$ cat src/rtl/store_narrow_unit.sv
// store_narrow_unit: narrows 32-bit store data to word/half/byte lanes and runs the data-memory req/ack handshake
module store_narrow_unit #(
  parameter int ACK_TIMEOUT = 15
) (
  input  logic        clk,
  input  logic        rst,
  input  logic        st_valid,
  output logic        st_ready,
  input  logic [1:0]  st_op,
  input  logic [31:0] st_addr,
  input  logic [31:0] st_wdata,
  output logic        mem_req,
  output logic [31:0] mem_addr,
  output logic [31:0] mem_wdata,
  output logic [3:0]  mem_be,
  input  logic        mem_ack,
  output logic        st_done,
  output logic        st_err,
  output logic [1:0]  err_code
);
  typedef enum logic [1:0] {IDLE, REQ, RESP} state_t;
  state_t      r_state;
  logic [7:0]  r_cnt;
  logic        w_acc;
  logic        w_rsv;
  logic        w_mis;
  logic [31:0] w_wdata;
  logic [3:0]  w_be;
  assign st_ready = r_state == IDLE;
  assign w_acc    = st_valid && st_ready;
  assign w_rsv    = st_op == 2'b11;
  assign w_mis    = (st_op == 2'b00 && st_addr[1:0] != 2'b00) || (st_op == 2'b01 && st_addr[0]);
  assign w_wdata  = st_op == 2'b00 ? st_wdata : st_op == 2'b01 ? {2{st_wdata[15:0]}} : {4{st_wdata[7:0]}};
  assign w_be     = st_op == 2'b00 ? 4'b1111 : st_op == 2'b01 ? (st_addr[1] ? 4'b1100 : 4'b0011) : 4'b0001 << st_addr[1:0];
  always_ff @(posedge clk or posedge rst) begin
    if (rst) begin
      r_state   <= IDLE;
      r_cnt     <= 8'd0;
      mem_req   <= 1'b0;
      mem_addr  <= 32'd0;
      mem_wdata <= 32'd0;
      mem_be    <= 4'd0;
      st_done   <= 1'b0;
      st_err    <= 1'b0;
      err_code  <= 2'b00;
    end else begin
      st_done <= 1'b0;
      st_err  <= 1'b0;
      case (r_state)
        IDLE: if (w_acc) begin
          if (w_rsv || w_mis) begin
            st_err   <= 1'b1;
            err_code <= w_rsv ? 2'b10 : 2'b01;
          end else begin
            mem_req   <= 1'b1;
            mem_addr  <= {st_addr[31:2], 2'b00};
            mem_wdata <= w_wdata;
            mem_be    <= w_be;
            err_code  <= 2'b00;
            r_cnt     <= 8'd0;
            r_state   <= REQ;
          end
        end
        REQ: begin
          r_cnt <= r_cnt + 8'd1;
          if (mem_ack) begin
            mem_req <= 1'b0;
            st_done <= 1'b1;
            r_state <= IDLE;
          end else if (r_cnt + 8'd1 == 8'(ACK_TIMEOUT)) begin
            mem_req  <= 1'b0;
            st_err   <= 1'b1;
            err_code <= 2'b11;
            r_state  <= RESP;
          end
        end
        RESP: r_state <= IDLE;
        default: r_state <= IDLE;
      endcase
    end
  end
endmodule

$ cat config.mk
export PLATFORM = sky130hd
export DESIGN_NAME = store_narrow_unit
export DESIGN_NICKNAME = d
export VERILOG_FILES = /design/src/rtl/store_narrow_unit.sv
export SDC_FILE = /design/constraint.sdc
export NUM_CORES = 1
export LEC_CHECK = 0
export ABC_CLOCK_PERIOD_IN_PS = 3700
export CAP_MARGIN = 5
export CORE_UTILIZATION = 44
export DETAILED_ROUTE_END_ITERATION = 10
export PLACE_DENSITY = 0.86
export SLEW_MARGIN = 25
export SYNTH_ARGS = -nofsm -noshare
export SYNTH_HDL_FRONTEND = slang
export SYNTH_SLANG_ARGS = --single-unit
$ cat constraint.sdc
create_clock -name clk -period 3.7 [get_ports clk]
set_input_delay 0.74 -clock clk [delete_from_list [all_inputs] [get_ports clk]]
set_output_delay 0.74 -clock clk [all_outputs]
set_load 0.02 [all_outputs]
=== Word level (Yosys, flattened, before mapping) ===
Cells that the tools add are included.

* Register bits: 81
* Output and inout bits: 74

* Add/subtract/negate cells: 1
* Equality and inequality tests: 9
* Shift operators: 1
* Multiplexer cells: 31
* Bitwise operators: 1
* Reduce and logical (&&, ||, !) cells: 14

{| class="wikitable"
|+ Operator list
! kind !! count
|-
| $mux 32 || 2
|-
| $mux 2 || 9
|-
| $mux 8 || 2
|-
| $pmux 8 s2 || 1
|-
| $mux 4 || 3
|-
| $mux 1 || 10
|-
| $reduce_and 3->1 || 3
|-
| $add 8x1->8 const B || 1
|-
| $eq 8x4->1 const B || 1
|-
| $pmux 2 s2 || 2
|-
| $reduce_and 4->1 || 2
|-
| $ne 2x2->1 const B || 3
|-
| $eq 2x1->1 const B || 2
|-
| $logic_not 2->1 || 2
|-
| $pmux 1 s2 || 2
|-
| $reduce_bool 2->1 || 2
|-
| $shl 1x2->4 const A || 1
|-
| $logic_and 1x1->1 || 3
|-
| $ne 3x3->1 const B || 1
|-
| $eq 2x2->1 const B || 1
|-
| $logic_or 1x1->1 || 2
|-
| $ne 2x1->1 const B || 1
|-
| $not 1->1 || 1
|}

=== Depth between registers and ports, before layout ===
* Depth in word-level cells: 7
* Mapped depth: 8
* Gate-level depth less buffers: 6

=== Worst setup path before layout ===
Ideal clock, no wire load.

* Kind: input -> register
* From: input port st_valid
* To: register mem_addr[10]
* Setup time: 0.125 ns
* Data arrival time: 2.171 ns
* Required time: 3.575 ns
* Setup slack: 1.404 ns
* Stages on the path: 7
* Path through: or3b_1 > buf_2 > a21oi_4 > and2_4 > buf_8 > buf_8 > mux2_2

* Word-level cells in the longest chain between the ends: 2

{| class="wikitable"
|+ RTL lines
! what !! RTL line !! RTL
|-
| from (decl) || 7 || <nowiki>input logic st_valid,</nowiki>
|-
| $logic_and 1x1->1 || 30 || <nowiki>assign w_acc = st_valid && st_ready;</nowiki>
|-
| $reduce_and 3->1 (no source line) || - ||
|-
| to (signal assigned) || 56 || <nowiki>mem_addr <= {st_addr[31:2], 2'b00};</nowiki>
|-
| to (decl) || 13 || <nowiki>output logic [31:0] mem_addr,</nowiki>
|}

No other way between the ends.
A chain may end at the register's enable or synchronous reset.

=== Final worst setup path ===
* From: input port st_valid
* To: register mem_addr[27]

Same word-level chain as after synthesis.

==> metrics.log <==
INFO  metric clock_tree.buffer_depth = 2
INFO  metric layout.cells.most_common = clkdlybuf4s50_1
INFO  metric worst_r2r_endpoint = mem_addr[27]$_DFFE_PP0P_
INFO  metric synth-compound-area-share = 11.98%
INFO  metric reg2reg_from = r_state[1]$_DFFE_PP0P_
INFO  metric boundaryPins = 144
INFO  metric final_layout_size_suffix_gt1_share = 15.11%
INFO  metric globalRouteOverflowTotal = 0
INFO  metric track_usage = 21.87%
INFO  metric drt-vias-per-instance = 5.398
INFO  metric worst-endpoint-required = 3.93 ns
INFO  metric worstHoldEndpoint = mem_addr[7]$_DFFE_PP0P_
INFO  metric synth_adder_area_share = 0.6748%
INFO  metric reg2reg_setup_slack = 1.46 ns
INFO  metric pre_cts_ws = 0.7176 ns
INFO  metric die-height = 93.81 um
INFO  metric post-synth-top-area-cell = dfrtp_1
INFO  metric cts.repair_timing.setup_buffer_count = 0
INFO  metric floorplan.die_area = 0.008799 mm^2
INFO  metric floorplan_core_area = 0.008175 mm^2
INFO  metric final_worst_path_period_need = 2.665 ns
INFO  metric timing.critical_path.max_delay_family = simple AND/OR/NAND/NOR gates
INFO  metric ys_dominant_reg_cell = dfrtp_1
INFO  metric grt_first_pass_wirelength = 14690 um
INFO  metric num_rows = 33
INFO  metric synthesized_flop_and_latch_total = 81
INFO  metric chipWidth = 93.81 um
INFO  metric run_status = finished clean
INFO  metric layout_worst_path_cycle_share = 72.01%
INFO  metric p_per_area = 564.3 mW/mm^2
INFO  metric layout.nets = 519
INFO  metric detail_route.drc_violations = 0
INFO  metric cts.sinks = 81
INFO  metric min-delay-path-class = flop to flop
INFO  metric final_worst_slack = 1.035 ns
INFO  metric antenna_violations_before_repair = 0
INFO  metric drtPass1Iterations = 4
INFO  metric worstHoldStart = mem_addr[7]$_DFFE_PP0P_
INFO  metric path_max_fanout = 48
INFO  metric crit_end_element = flop
INFO  metric ys_seq_area_share = 54.66%
INFO  metric most-common-layout-cells = clkdlybuf4s50_1, dfrtp_1, mux2_2
INFO  metric synthCells = 309
INFO  metric vdd_drop_max = 0.0003165 V
INFO  metric smallest_hold_slack = 0.4961 ns
INFO  metric data_arrival_at_the_endpoint_of_the_critical_path = 2.89 ns
INFO  metric vias_in_the_first_global_route = 3001
INFO  metric post_synth_instance_area = 0.003709 mm^2
INFO  metric drtAntennaViolNets = 0
INFO  metric grt_setup_unrepaired = false
INFO  metric port-buffer-count = 141
INFO  metric areaGrowthSynthToFinish = 44.06%
INFO  metric path_depth = 6
INFO  metric startpoint = st_valid
INFO  metric maximum_clock_skew_at_final_layout = 0.007724 ns
INFO  metric avgRoutedWirePerCell = 16.65 um
INFO  metric diodes = 0
INFO  metric gpl.final_weighted_congestion = 0.8005
INFO  metric timing_worst_slew_pin_value = 0.6959 ns
INFO  metric maxSlewHeadroom = 53.56%
INFO  metric yosysTopAreaCellShare = 54.66%
INFO  metric timing.critical_path.cells = clkdlybuf4s50_1 > or3b_1 > a21oi_4 > and2_4 > buf_12 > mux2_2
INFO  metric worstHoldPathCells = 1
INFO  metric clk_latency = 0.34 ns
INFO  metric hold_viol = 0
INFO  metric cts_resized = 0
INFO  metric criticalPathCategory = input pin to flop
INFO  metric crit_path_start_kind = input pin
INFO  metric synth_enable_flop_cells = 0
INFO  metric power_leakage = 2.267 nW
INFO  metric totalNegativeSetupSlack = 0 ns
INFO  metric timing.critical_path.slowest_stage_cell = clkdlybuf4s50_1
INFO  metric numPlacedInstances = 541
INFO  metric synthDistinctLibCells = 49
INFO  metric ys_warn_count = 0
INFO  metric finalMaxSlewViolations = 0
INFO  metric ctsRootBufferMaster = clkbuf_8
INFO  metric cpPeakStageDelay = 0.50 ns
INFO  metric start_util = 45.36%
INFO  metric cp.buffers_inverters = 2
INFO  metric via_total_after_detailed_routing = 2996
INFO  metric area_contributors_post_synth = dfrtp_1, mux2_2, mux2i_1
INFO  metric cts.clk_slew.worst_paths = 0.08 ns
INFO  metric setup_viol = 0
INFO  metric number_of_buffers_added_to_fix_hold_violations_after_cts = 0
INFO  metric htreeDepth = 3
INFO  metric maxCapViolations = 0
INFO  metric num_cts_buffers = 9
INFO  metric hpwlAfterDp = 6606 um
INFO  metric maximum_number_of_pins_on_one_net_before_global_route_repair = 49
INFO  metric async_reset_ff_share = 100.0%
INFO  metric portion_of_netlist_area_occupied_by_mux_cells = 18.59%
INFO  metric synth_xor_area_share = 0.7085%
INFO  metric tritoncts = built
INFO  metric reg2regPathDepth = 5
INFO  metric fmax = 375.3 MHz
INFO  metric final_cell_count_no_fill = 555
INFO  metric syn_avg_cell_area = 12.00 um^2
INFO  metric post_synth_and_or_nand_nor_area_fraction = 8.131%
INFO  metric drtIter0Drc = 93
INFO  metric routed_wirelength = 9242 um
INFO  metric synth_top_family_by_area = multiplexers
final cells by class:
class                           count  area [um^2]
Multi-Input combinational cell    200         1494
Clock buffer                       10        137.6
Fill cell                         642         2833
Tap cell                          105        131.4
Inverter                            6        23.77
Timing Repair Buffer              149         1484
Sequential cell                    81         2027
Clock inverter                      4        45.04
state kept, by name (all words and copies together), names as in the netlist:
name / flops
st_done: 1
r_cnt: 8
mem_be: 4
mem_req: 1
err_code: 2
mem_wdata: 32
r_state: 2
mem_addr: 30
st_err: 1
per-layer routing:
layer	vias to the layer above	share of wire [%]	global-route usage (%)
li1	1371	-	-
met1	1457	41	26.35
met2	141	49	35.64
met3	27	7.5	6.311
met4	0	3.1	10.90
met5	-	0	0
power breakdown:
part           leakage (nW)  switching, W  internal [W]  total (W)
registers             0.966      0.000139       0.00110    0.00124
clock network        0.0978      0.000302      0.000320   0.000622
logic                  1.20      0.000548      0.000604    0.00115
worst max path at each step:
stage,endpoint,slack (ns)
2_1_floorplan,err_code[0]$_DFFE_PP0P_,0.88
3_3_place_gp,mem_addr[22]$_DFFE_PP0P_,0.76
3_5_place_dp,mem_addr[2]$_DFFE_PP0P_,0.72
4_1_cts,mem_addr[2]$_DFFE_PP0P_,1.06
5_1_grt,mem_addr[25]$_DFFE_PP0P_,0.97
6_report,mem_addr[27]$_DFFE_PP0P_,1.04
through the flow:
stage               cell area (um^2)  utilization (%)  power [W]
finish                          5343            65.35   0.003015
global route                    5343            65.35   0.003167
floorplan                       3712                -   0.001836
CTS                             5343            65.35   0.003039
global placement                5160            63.12   0.002380
detailed placement              5160            63.12   0.002412
cell families (layout without fill, tap and decap cells):
group                      count (synthesis)  count (layout)
and+or+nand+nor                           60              60
muxes                                     63              63
AOI/OAI and AO/OA                         70              70
DFF                                       81              81
buffers and inverters                     29             169
adders and majority gates                  2               2
xor gates and xnor gates                   3               3
other                                      1               2
Yosys cell counts, types with 4 or more instances:
master,instances
mux2_1,6
a21oi_1,28
a31oi_1,9
clkbuf_1,7
nand2b_1,4
mux2_2,41
buf_1,4
dfrtp_1,81
buf_8,5
nand2_1,23
nor3b_1,4
mux2i_1,16
inv_1,6
o21ai_0,11
nor2_1,11
Power figures use the tool's default switching activity.
